--- config.mk ---
export PLATFORM = sky130hd
export DESIGN_NAME = reorder_buffer_flat
export DESIGN_NICKNAME = d
export VERILOG_FILES = /design/src/rtl/rob_pkg.sv /design/src/rtl/reorder_buffer_if.sv /design/src/rtl/rob_ptr.sv /design/src/rtl/reorder_buffer.sv /design/src/flat_wrapper.sv
export SDC_FILE = /design/constraint.sdc
export NUM_CORES = 1
export LEC_CHECK = 0
export ABC_AREA = 0
export CAP_MARGIN = 20
export CORE_UTILIZATION = 60
export CTS_CLUSTER_DIAMETER = 50
export DETAILED_ROUTE_END_ITERATION = 16
export PLACE_DENSITY = 0.81
export RECOVER_POWER = 100
export REMOVE_ABC_BUFFERS = 1
export SKIP_LAST_GASP = 1
export SYNTH_ARGS = -nofsm -noshare
export SYNTH_HDL_FRONTEND = slang
export SYNTH_SLANG_ARGS = --single-unit
--- constraint.sdc ---
create_clock -name clk -period 3 [get_ports clk]
set_input_delay 0.3 -clock clk [delete_from_list [all_inputs] [get_ports clk]]
set_output_delay 0.3 -clock clk [all_outputs]
set_load 0.005 [all_outputs]
--- src/rtl/rob_pkg.sv ---
// Shared types and sizing for the reorder buffer slice.
package rob_pkg;

  localparam int unsigned NUM_REG   = 32;
  localparam int unsigned REG_SIZE  = $clog2(NUM_REG);
  localparam int unsigned PREG_W    = REG_SIZE + 1;
  localparam int unsigned ROB_DEPTH = 16;
  localparam int unsigned TAG_W     = $clog2(ROB_DEPTH);
  localparam int unsigned PTR_W     = TAG_W + 1;

  typedef struct packed {
    logic                valid;
    logic                done;
    logic [REG_SIZE-1:0] rd;
    logic [PREG_W-1:0]   prd_old;
    logic [PREG_W-1:0]   prd_new;
  } rob_entry_t;

endpackage

--- src/rtl/reorder_buffer_if.sv ---
// Rename/execute <-> reorder buffer handshake bundle.
interface reorder_buffer_if
  import rob_pkg::*;
();
  logic                dispatch_valid;
  logic                dispatch_ready;
  logic [REG_SIZE-1:0] rd_A;
  logic [PREG_W-1:0]   prd_A_old;
  logic [PREG_W-1:0]   prd_A_new;
  logic [TAG_W-1:0]    rob_tag;
  logic                complete_valid;
  logic [TAG_W-1:0]    complete_tag;
  logic                commit_free;
  logic [PREG_W-1:0]   prd_free;
  logic                commit_valid;
  logic [REG_SIZE-1:0] commit_rd;
  logic [PREG_W-1:0]   commit_prd;
  logic                rob_empty;

  modport master (
    output dispatch_valid, rd_A, prd_A_old, prd_A_new, complete_valid, complete_tag,
    input  dispatch_ready, rob_tag, commit_free, prd_free, commit_valid, commit_rd,
           commit_prd, rob_empty
  );

  modport slave (
    input  dispatch_valid, rd_A, prd_A_old, prd_A_new, complete_valid, complete_tag,
    output dispatch_ready, rob_tag, commit_free, prd_free, commit_valid, commit_rd,
           commit_prd, rob_empty
  );
endinterface

--- src/rtl/rob_ptr.sv ---
// Wrapping circular-buffer pointer; the extra MSB separates full from empty.
module rob_ptr
  import rob_pkg::*;
#(
  parameter int unsigned Width = PTR_W
) (
  input  logic             clk,
  input  logic             rst,
  input  logic             inc,
  output logic [Width-1:0] ptr
);

  always_ff @(posedge clk or negedge rst) begin
    if (!rst) begin
      ptr <= '0;
    end else if (inc) begin
      ptr <= ptr + Width'(1);
    end
  end

endmodule

--- src/rtl/reorder_buffer.sv ---
// In-order reorder buffer: out-of-order completion, single in-order retire per cycle.
// Optional ROB_COMPLETE_BYPASS_EN lets a completion to the head retire in the same cycle.
module reorder_buffer
  import rob_pkg::*;
(
  input logic             clk,
  input logic             rst,
  reorder_buffer_if.slave bus
);

  logic [PTR_W-1:0] head;
  logic [PTR_W-1:0] tail;
  logic [TAG_W-1:0] head_idx;
  logic [TAG_W-1:0] tail_idx;
  logic             full;
  logic             empty;
  logic             dispatch_fire;
  logic             bypass_hit;
  logic             commit_en;
  rob_entry_t       head_entry;
  rob_entry_t       mem [ROB_DEPTH];

  assign head_idx   = head[TAG_W-1:0];
  assign tail_idx   = tail[TAG_W-1:0];
  assign full       = (head[PTR_W-1] != tail[PTR_W-1]) && (head_idx == tail_idx);
  assign empty      = (head == tail);
  assign head_entry = mem[head_idx];

  // Space freed by a same-cycle commit is not offered to dispatch.
  assign dispatch_fire = bus.dispatch_valid && !full;

`ifdef ROB_COMPLETE_BYPASS_EN
  assign bypass_hit = bus.complete_valid && (bus.complete_tag == head_idx) &&
                      head_entry.valid && !head_entry.done;
`else
  assign bypass_hit = 1'b0;
`endif

  assign commit_en = head_entry.valid && (head_entry.done || bypass_hit);

  rob_ptr #(.Width(PTR_W)) u_head_ptr (
    .clk (clk),
    .rst (rst),
    .inc (commit_en),
    .ptr (head)
  );

  rob_ptr #(.Width(PTR_W)) u_tail_ptr (
    .clk (clk),
    .rst (rst),
    .inc (dispatch_fire),
    .ptr (tail)
  );

  // Later writes win: a retiring head is cleared even if completed again this cycle.
  always_ff @(posedge clk or negedge rst) begin
    if (!rst) begin
      for (int i = 0; i < ROB_DEPTH; i++) begin
        mem[i] <= '0;
      end
    end else begin
      if (bus.complete_valid && mem[bus.complete_tag].valid) begin
        mem[bus.complete_tag].done <= 1'b1;
      end
      if (dispatch_fire) begin
        mem[tail_idx] <= '{valid:   1'b1,
                           done:    1'b0,
                           rd:      bus.rd_A,
                           prd_old: bus.prd_A_old,
                           prd_new: bus.prd_A_new};
      end
      if (commit_en) begin
        mem[head_idx] <= '0;
      end
    end
  end

  assign bus.dispatch_ready = !full;
  assign bus.rob_tag        = tail_idx;
  assign bus.rob_empty      = empty;
  assign bus.commit_valid   = commit_en;
  assign bus.commit_rd      = commit_en ? head_entry.rd : '0;
  assign bus.commit_prd     = commit_en ? head_entry.prd_new : '0;
  assign bus.prd_free       = commit_en ? head_entry.prd_old : '0;
  // x0 writers retire but never return p0 to the free pool.
  assign bus.commit_free    = commit_en && (head_entry.rd != '0);

endmodule

--- src/flat_wrapper.sv ---
// flat-port wrapper written by rule: the top's interface ports become plain ports
module reorder_buffer_flat import rob_pkg::*;
  (clk, rst, bus_dispatch_valid, bus_rd_A, bus_prd_A_old, bus_prd_A_new, bus_complete_valid, bus_complete_tag, bus_dispatch_ready, bus_rob_tag, bus_commit_free, bus_prd_free, bus_commit_valid, bus_commit_rd, bus_commit_prd, bus_rob_empty);
  reorder_buffer_if bus_i ();
  input logic clk;
  input logic rst;
  input wire logic [$bits(bus_i.dispatch_valid)-1:0] bus_dispatch_valid;
  input wire logic [$bits(bus_i.rd_A)-1:0] bus_rd_A;
  input wire logic [$bits(bus_i.prd_A_old)-1:0] bus_prd_A_old;
  input wire logic [$bits(bus_i.prd_A_new)-1:0] bus_prd_A_new;
  input wire logic [$bits(bus_i.complete_valid)-1:0] bus_complete_valid;
  input wire logic [$bits(bus_i.complete_tag)-1:0] bus_complete_tag;
  output wire logic [$bits(bus_i.dispatch_ready)-1:0] bus_dispatch_ready;
  output wire logic [$bits(bus_i.rob_tag)-1:0] bus_rob_tag;
  output wire logic [$bits(bus_i.commit_free)-1:0] bus_commit_free;
  output wire logic [$bits(bus_i.prd_free)-1:0] bus_prd_free;
  output wire logic [$bits(bus_i.commit_valid)-1:0] bus_commit_valid;
  output wire logic [$bits(bus_i.commit_rd)-1:0] bus_commit_rd;
  output wire logic [$bits(bus_i.commit_prd)-1:0] bus_commit_prd;
  output wire logic [$bits(bus_i.rob_empty)-1:0] bus_rob_empty;
  assign bus_i.dispatch_valid = bus_dispatch_valid;
  assign bus_i.rd_A = bus_rd_A;
  assign bus_i.prd_A_old = bus_prd_A_old;
  assign bus_i.prd_A_new = bus_prd_A_new;
  assign bus_i.complete_valid = bus_complete_valid;
  assign bus_i.complete_tag = bus_complete_tag;
  assign bus_dispatch_ready = bus_i.dispatch_ready;
  assign bus_rob_tag = bus_i.rob_tag;
  assign bus_commit_free = bus_i.commit_free;
  assign bus_prd_free = bus_i.prd_free;
  assign bus_commit_valid = bus_i.commit_valid;
  assign bus_commit_rd = bus_i.commit_rd;
  assign bus_commit_prd = bus_i.commit_prd;
  assign bus_rob_empty = bus_i.rob_empty;
  reorder_buffer u_core (.clk(clk), .rst(rst), .bus(bus_i));
endmodule
Yosys cells after proc, flatten, opt, wreduce, memory -nomap -nowiden
Index checks and enable logic that the tools add are counted. W data, S select, Z words.

Add/sub/neg operators: 2. Order comparisons: 6. Eq/ne operators: 3. Muxes and demuxes: 20. Bitwise operators: 5. Reductions and logical operators: 10.

Operators with widths (count): $mux W304 (3); $bwmux W304 (2); $and A304 B304 Y304 (1); $not A304 Y304 (1); $demux W19 S4 (3); $bmux W19 S4 (2); $mux W19 (6); $mux W18 (1); $ge A5 B5 Y1 const B (3); $lt A5 B1 Y1 const B (3); $not A4 Y5 (3); $mux W6 (2); $add A5 B1 Y5 const B (2); $logic_and A1 B1 Y1 (8); $eq A5 B5 Y1 (1); $mux W5 (1); $reduce_bool A5 Y1 (1); $eq A4 B4 Y1 (1); $logic_not A1 Y1 (1); $ne A1 B1 Y1 (1).

Register bits after elaboration: 314. Input bits: 25.

Logic depth before layout (Yosys ltp)
Word-level depth: 11. Gate-level depth with buffers: 9. Mapped depth without buffers: 5.

Modules after synthesis
A second synthesis with hierarchy kept.

Cells, all modules: 1639. Area total of the unflattened synthesis: 16105.4 um^2.

Modules (own cells, without submodules): reorder_buffer (times used 1, cells an instance 1611, area an instance 15705.1 um^2); rob_ptr (times used 2, cells an instance 14, area an instance 200.2 um^2).

Least setup slack after synthesis
Ideal clock, no wire load.

Kind: register to output. From: reg u_core.u_head_ptr.ptr[0]. To: out bus_commit_free. Arrival: 2.020 ns. Setup slack: 0.680 ns. Stages on the path, launching flop included: 7. Buffers on the path: 2. Cell sequence: dfrtp_1 -> buf_4 -> inv_2 -> mux4_2 -> mux4_2 -> buf_2 -> a21oi_1.

Word-level cells in the longest chain between the ends: 6. Elaborated cells between the ends (all ways): 7. Classes of those cells: 3 x mux; 1 x bitwise; 3 x reduce/logical.

Ends and longest elaborated chain: start: declaration (RTL line rob_ptr.sv:10) `output logic [Width-1:0] ptr`; start signal: assignment (RTL line rob_ptr.sv:17) `ptr <= ptr + Width'(1);`; $not A4 Y5 (implied by the code) * (RTL line reorder_buffer.sv:27) `assign head_entry = mem[head_idx];`; $bmux W19 S4 * (RTL line reorder_buffer.sv:27); $mux W19 (implied by the code) * (2 in a row) (RTL line reorder_buffer.sv:27); $reduce_bool A5 Y1 / $logic_and A1 B1 Y1 (equally long branches) (RTL line reorder_buffer.sv:86, reorder_buffer.sv:39); $logic_and A1 B1 Y1 * (RTL line reorder_buffer.sv:86) `assign bus.commit_free = commit_en && (head_entry.rd != '0);`; end: declaration (RTL line flat_wrapper.sv:15) `output wire logic [$bits(bus_i.commit_free)-1:0] bus_commit_free;`.

Every way passes the cells marked *; elsewhere a longest branch is shown, timed or not. The select of a mux whose other input is x is not followed.

Worst setup path in the final report
From: reg u_core.u_head_ptr.ptr[0]. To: out bus_commit_prd[1].

Word-level cells in the longest chain between the ends: 6.

Ends and longest elaborated chain: $not A4 Y5 (implied by the code) * (RTL line reorder_buffer.sv:27); $bmux W19 S4 * (RTL line reorder_buffer.sv:27); $mux W19 (implied by the code) * (2 in a row) (RTL line reorder_buffer.sv:27); $logic_and A1 B1 Y1 (RTL line reorder_buffer.sv:39) `assign commit_en = head_entry.valid && (head_entry.done || bypass_hit);`; $mux W6 * (RTL line reorder_buffer.sv:83) `assign bus.commit_prd = commit_en ? head_entry.prd_new : '0;`; end: declaration (RTL line flat_wrapper.sv:19) `output wire logic [$bits(bus_i.commit_prd)-1:0] bus_commit_prd;`.

Marked as above.

==> flow_metrics.tcl <==
set metrics [dict create \
    criticalPathCategory "reg2out" \
    ff2ff_setup_slack_ns -0.02 \
    synth.largest_area_cell "dfrtp_1" \
    via_count 11238 \
    grt_pass1_vias 11865 \
    hold_class "reg2reg" \
    status "finished with violations" \
    dpl_cell_area_um2 16700 \
    power_mw 21.1 \
    drt-wirelength-per-cell_um 26.1 \
    cts_buffers 36 \
    ys_seq_area_frac 0.505 \
    io_pins 50 \
    drv_cap 1 \
    final_cells 1716 \
    ff_latch_area_um2 7870 \
    syn_to_final_growth_pct 17.0 \
    worstHoldEndpoint "u_core.mem[62]$_DFF_PN0_" \
    die_area_um2 26600 \
    worstMarginPinSlew_ns 2.33 \
    setup_violations 18 \
    timing_hold_violations_final 0 \
    gp_congestion 0.923 \
    fin_crit_ns 3.11 \
    final_cell_mix "dfrtp_1 (312), nor2_1 (280), mux2i_1 (272), mux4_2 (90), buf_4 (60)" \
    grt_pass1_wl_um 69400 \
    fin_ws_ns -0.113 \
    grt_antenna_before_repair 0 \
    fillCellCount 1617 \
    min-delay-start "u_core.mem[62]$_DFF_PN0_" \
    syn_inst 1290 \
    postRouteWirelength_um 44900 \
    cts_tree "built" \
    placed_cells 1622 \
    multi_input_area_um2 7130 \
    final_common_cell "dfrtp_1" \
    cts_buffer_depth 3 \
    synthTopCellsByArea "dfrtp_1 (50%), mux2i_1 (17%), mux4_2 (13%)" \
    path_cells "inv_8, mux4_2, mux4_2, buf_12, buf_12, buf_8, nor2b_4, buf_2" \
    ys_seq_elements 314 \
    drive_above_1_share 0.209 \
    io_buffers 49 \
    synthesis.area_um2 15600 \
    reg2reg_from "u_core.u_head_ptr.ptr[0]$_DFFE_PN0P_" \
    async_reset_ff_frac 1.00 \
    core_area_um2 25300 \
    diodes 0 \
    die_x_um 163 \
    root_buffer "clkbuf_16" \
    maxSlewViolCount 41 \
    ir_drop_uv 825 \
    drc_errors 0 \
    synth_warnings 0 \
    cp-end-kind "output port" \
    htree_levels 2 \
    post-route-cell-area_um2 18200 \
    critical-path-max-stage-delay_ns 0.56 \
    leakage_nw 10.2 \
    synth_top_area_frac 0.505 \
    postRouteAntennaNets 0 \
    synthFlopType "dfrtp_1" \
    arrival_ns 2.81 \
    clock_latency_ns 0.51 \
    crit_path_start_kind "flop" \
    cts_sinks 314 \
    worst_r2r_path_depth 10 \
    holdPathStages 2 \
    clock.fmax_ghz 0.321 \
    ys_types 35 \
    die_h_um 163 \
    fin_setup_tns_ns -0.807 \
    num_rows 58 \
    rsz0062_at_grt "yes" \
    violations "max-capacitance violations, max-slew violations, negative setup slack" \
    drtIter0Drc 1213 \
    slowest_stage "mux4_2" \
    crit_fanout 5 \
    grt_overflow 0 \
    clk_pin_slew_ns 0.06 \
    grt_max_degree 104 \
    dr.pass1.iters 6 \
    slew_headroom -0.553 \
    finClkSkew_ns 0.0102 \
    vias_per_cell 6.55 \
    hpwlAfterDp_um 26700 \
    nNetsFinal 1394 \
    period_share 1.04 \
    grt_usage 0.352 \
    synth-edff-count 0 \
    p_per_area_nw_per_um2 1160 \
    required_ns 2.70 \
    initial_core_util 0.615 \
    r2r_end "u_core.mem[117]$_DFF_PN0_" \
    syn_avg_cell_area_um2 12.1 \
]
[per-layer routing]
metal  wire [um]  vias to the layer above  GRT usage
li1            -                     4619          -
met1       16900                     5699      0.474
met2       21200                      734      0.548
met3        4380                      186     0.0683
met4        2410                        0      0.185
met5           0                        -          0
[synth_stat cells (2+ instances only)]
cell type  instances
dfrtp_1          314
nor2_1           280
mux2i_1          272
mux4_2            90
buf_2             60
inv_1             38
a21oi_1           29
clkbuf_1          27
nand2_1           23
nor2b_1           23
buf_4             22
nor3_1            20
o2111ai_1         16
nand3_1           10
xnor2_1           10
and2_1             9
and3_1             8
ha_1               8
buf_6              6
a22oi_1            4
a31oi_1            4
o21ai_0            3
buf_1              2
[through the flow]
step,setup slack [ns],hold slack (ns),utilization
after floorplan,-2.35,0.00441,-
after global placement,0.0879,0.225,0.658
after detailed placement,0.0510,0.224,0.658
after CTS,-0.165,0.294,0.716
after global routing,-0.160,0.541,0.719
final,-0.113,0.518,0.719
[critical path: cells and delay by family, from the launching register on]
| family | cells | cell delay (ns) |
|---|---|---|
| multiplexers | 2 | 1.07 |
| buffers and inverters | 5 | 0.63 |
| flip-flops | 1 | 0.51 |
| AND/OR/NAND/NOR | 1 | 0.10 |
[kinds of logic (layout without fill, tap and decap cells)]
family / after synthesis / in the layout / share of synthesized area
simple gates: 379 / 379 / 0.102
xor+xnor: 11 / 11 / 0.00619
fa+ha+maj: 8 / 8 / 0.00643
flops: 314 / 314 / 0.505
buf+inv: 156 / 252 / 0.0506
mux: 363 / 363 / 0.306
compound gates: 59 / 59 / 0.0243
[how the worst max path moves through the flow]
stage                                               from                 endpoint  slack (ns)  cells past startpoint
finish              u_core.u_head_ptr.ptr[0]$_DFFE_PN0P_        bus_commit_prd[1]       -0.11                      8
global placement    u_core.u_head_ptr.ptr[0]$_DFFE_PN0P_        bus_commit_prd[1]        0.09                      6
CTS                 u_core.u_head_ptr.ptr[0]$_DFFE_PN0P_        bus_commit_prd[0]       -0.16                      7
floorplan           u_core.u_head_ptr.ptr[0]$_DFFE_PN0P_  u_core.mem[0]$_DFF_PN0_       -2.35                      5
global route        u_core.u_head_ptr.ptr[0]$_DFFE_PN0P_        bus_commit_prd[5]       -0.16                      8
detailed placement  u_core.u_head_ptr.ptr[0]$_DFFE_PN0P_        bus_commit_prd[1]        0.05                      6
[where the power goes]
group,internal [mW],switching [mW]
logic,4.75,4.45
registers,6.19,1.29
clock network,2.71,1.74
[layout make-up]
type	count	share of cell area
repair buffers	150	0.0796
clock inverters	9	0.00783
inverters	39	0.00845
multi-input cells	820	0.391
clock buffers	54	0.0582
flip-flops and latches	314	0.432
well taps	330	0.0227
[sequential cells by signal (all words and copies together) (netlist names)]
| signal | count |
|---|---|
| u_core.mem | 304 |
| u_core.u_tail_ptr.ptr | 5 |
| u_core.u_head_ptr.ptr | 5 |
[what timing repair did]
| item | in CTS | in global routing |
|---|---|---|
| cloned | 3 | 1 |
| setup buffers | 18 | 12 |
| hold buffers | 1 | 0 |
| endpoints found under the hold margin | 40 | 0 |
| endpoints found under the setup margin | 19 | 20 |
| resized for setup | 92 | 24 |
Note: power is estimated with default switching activity, not from simulation.
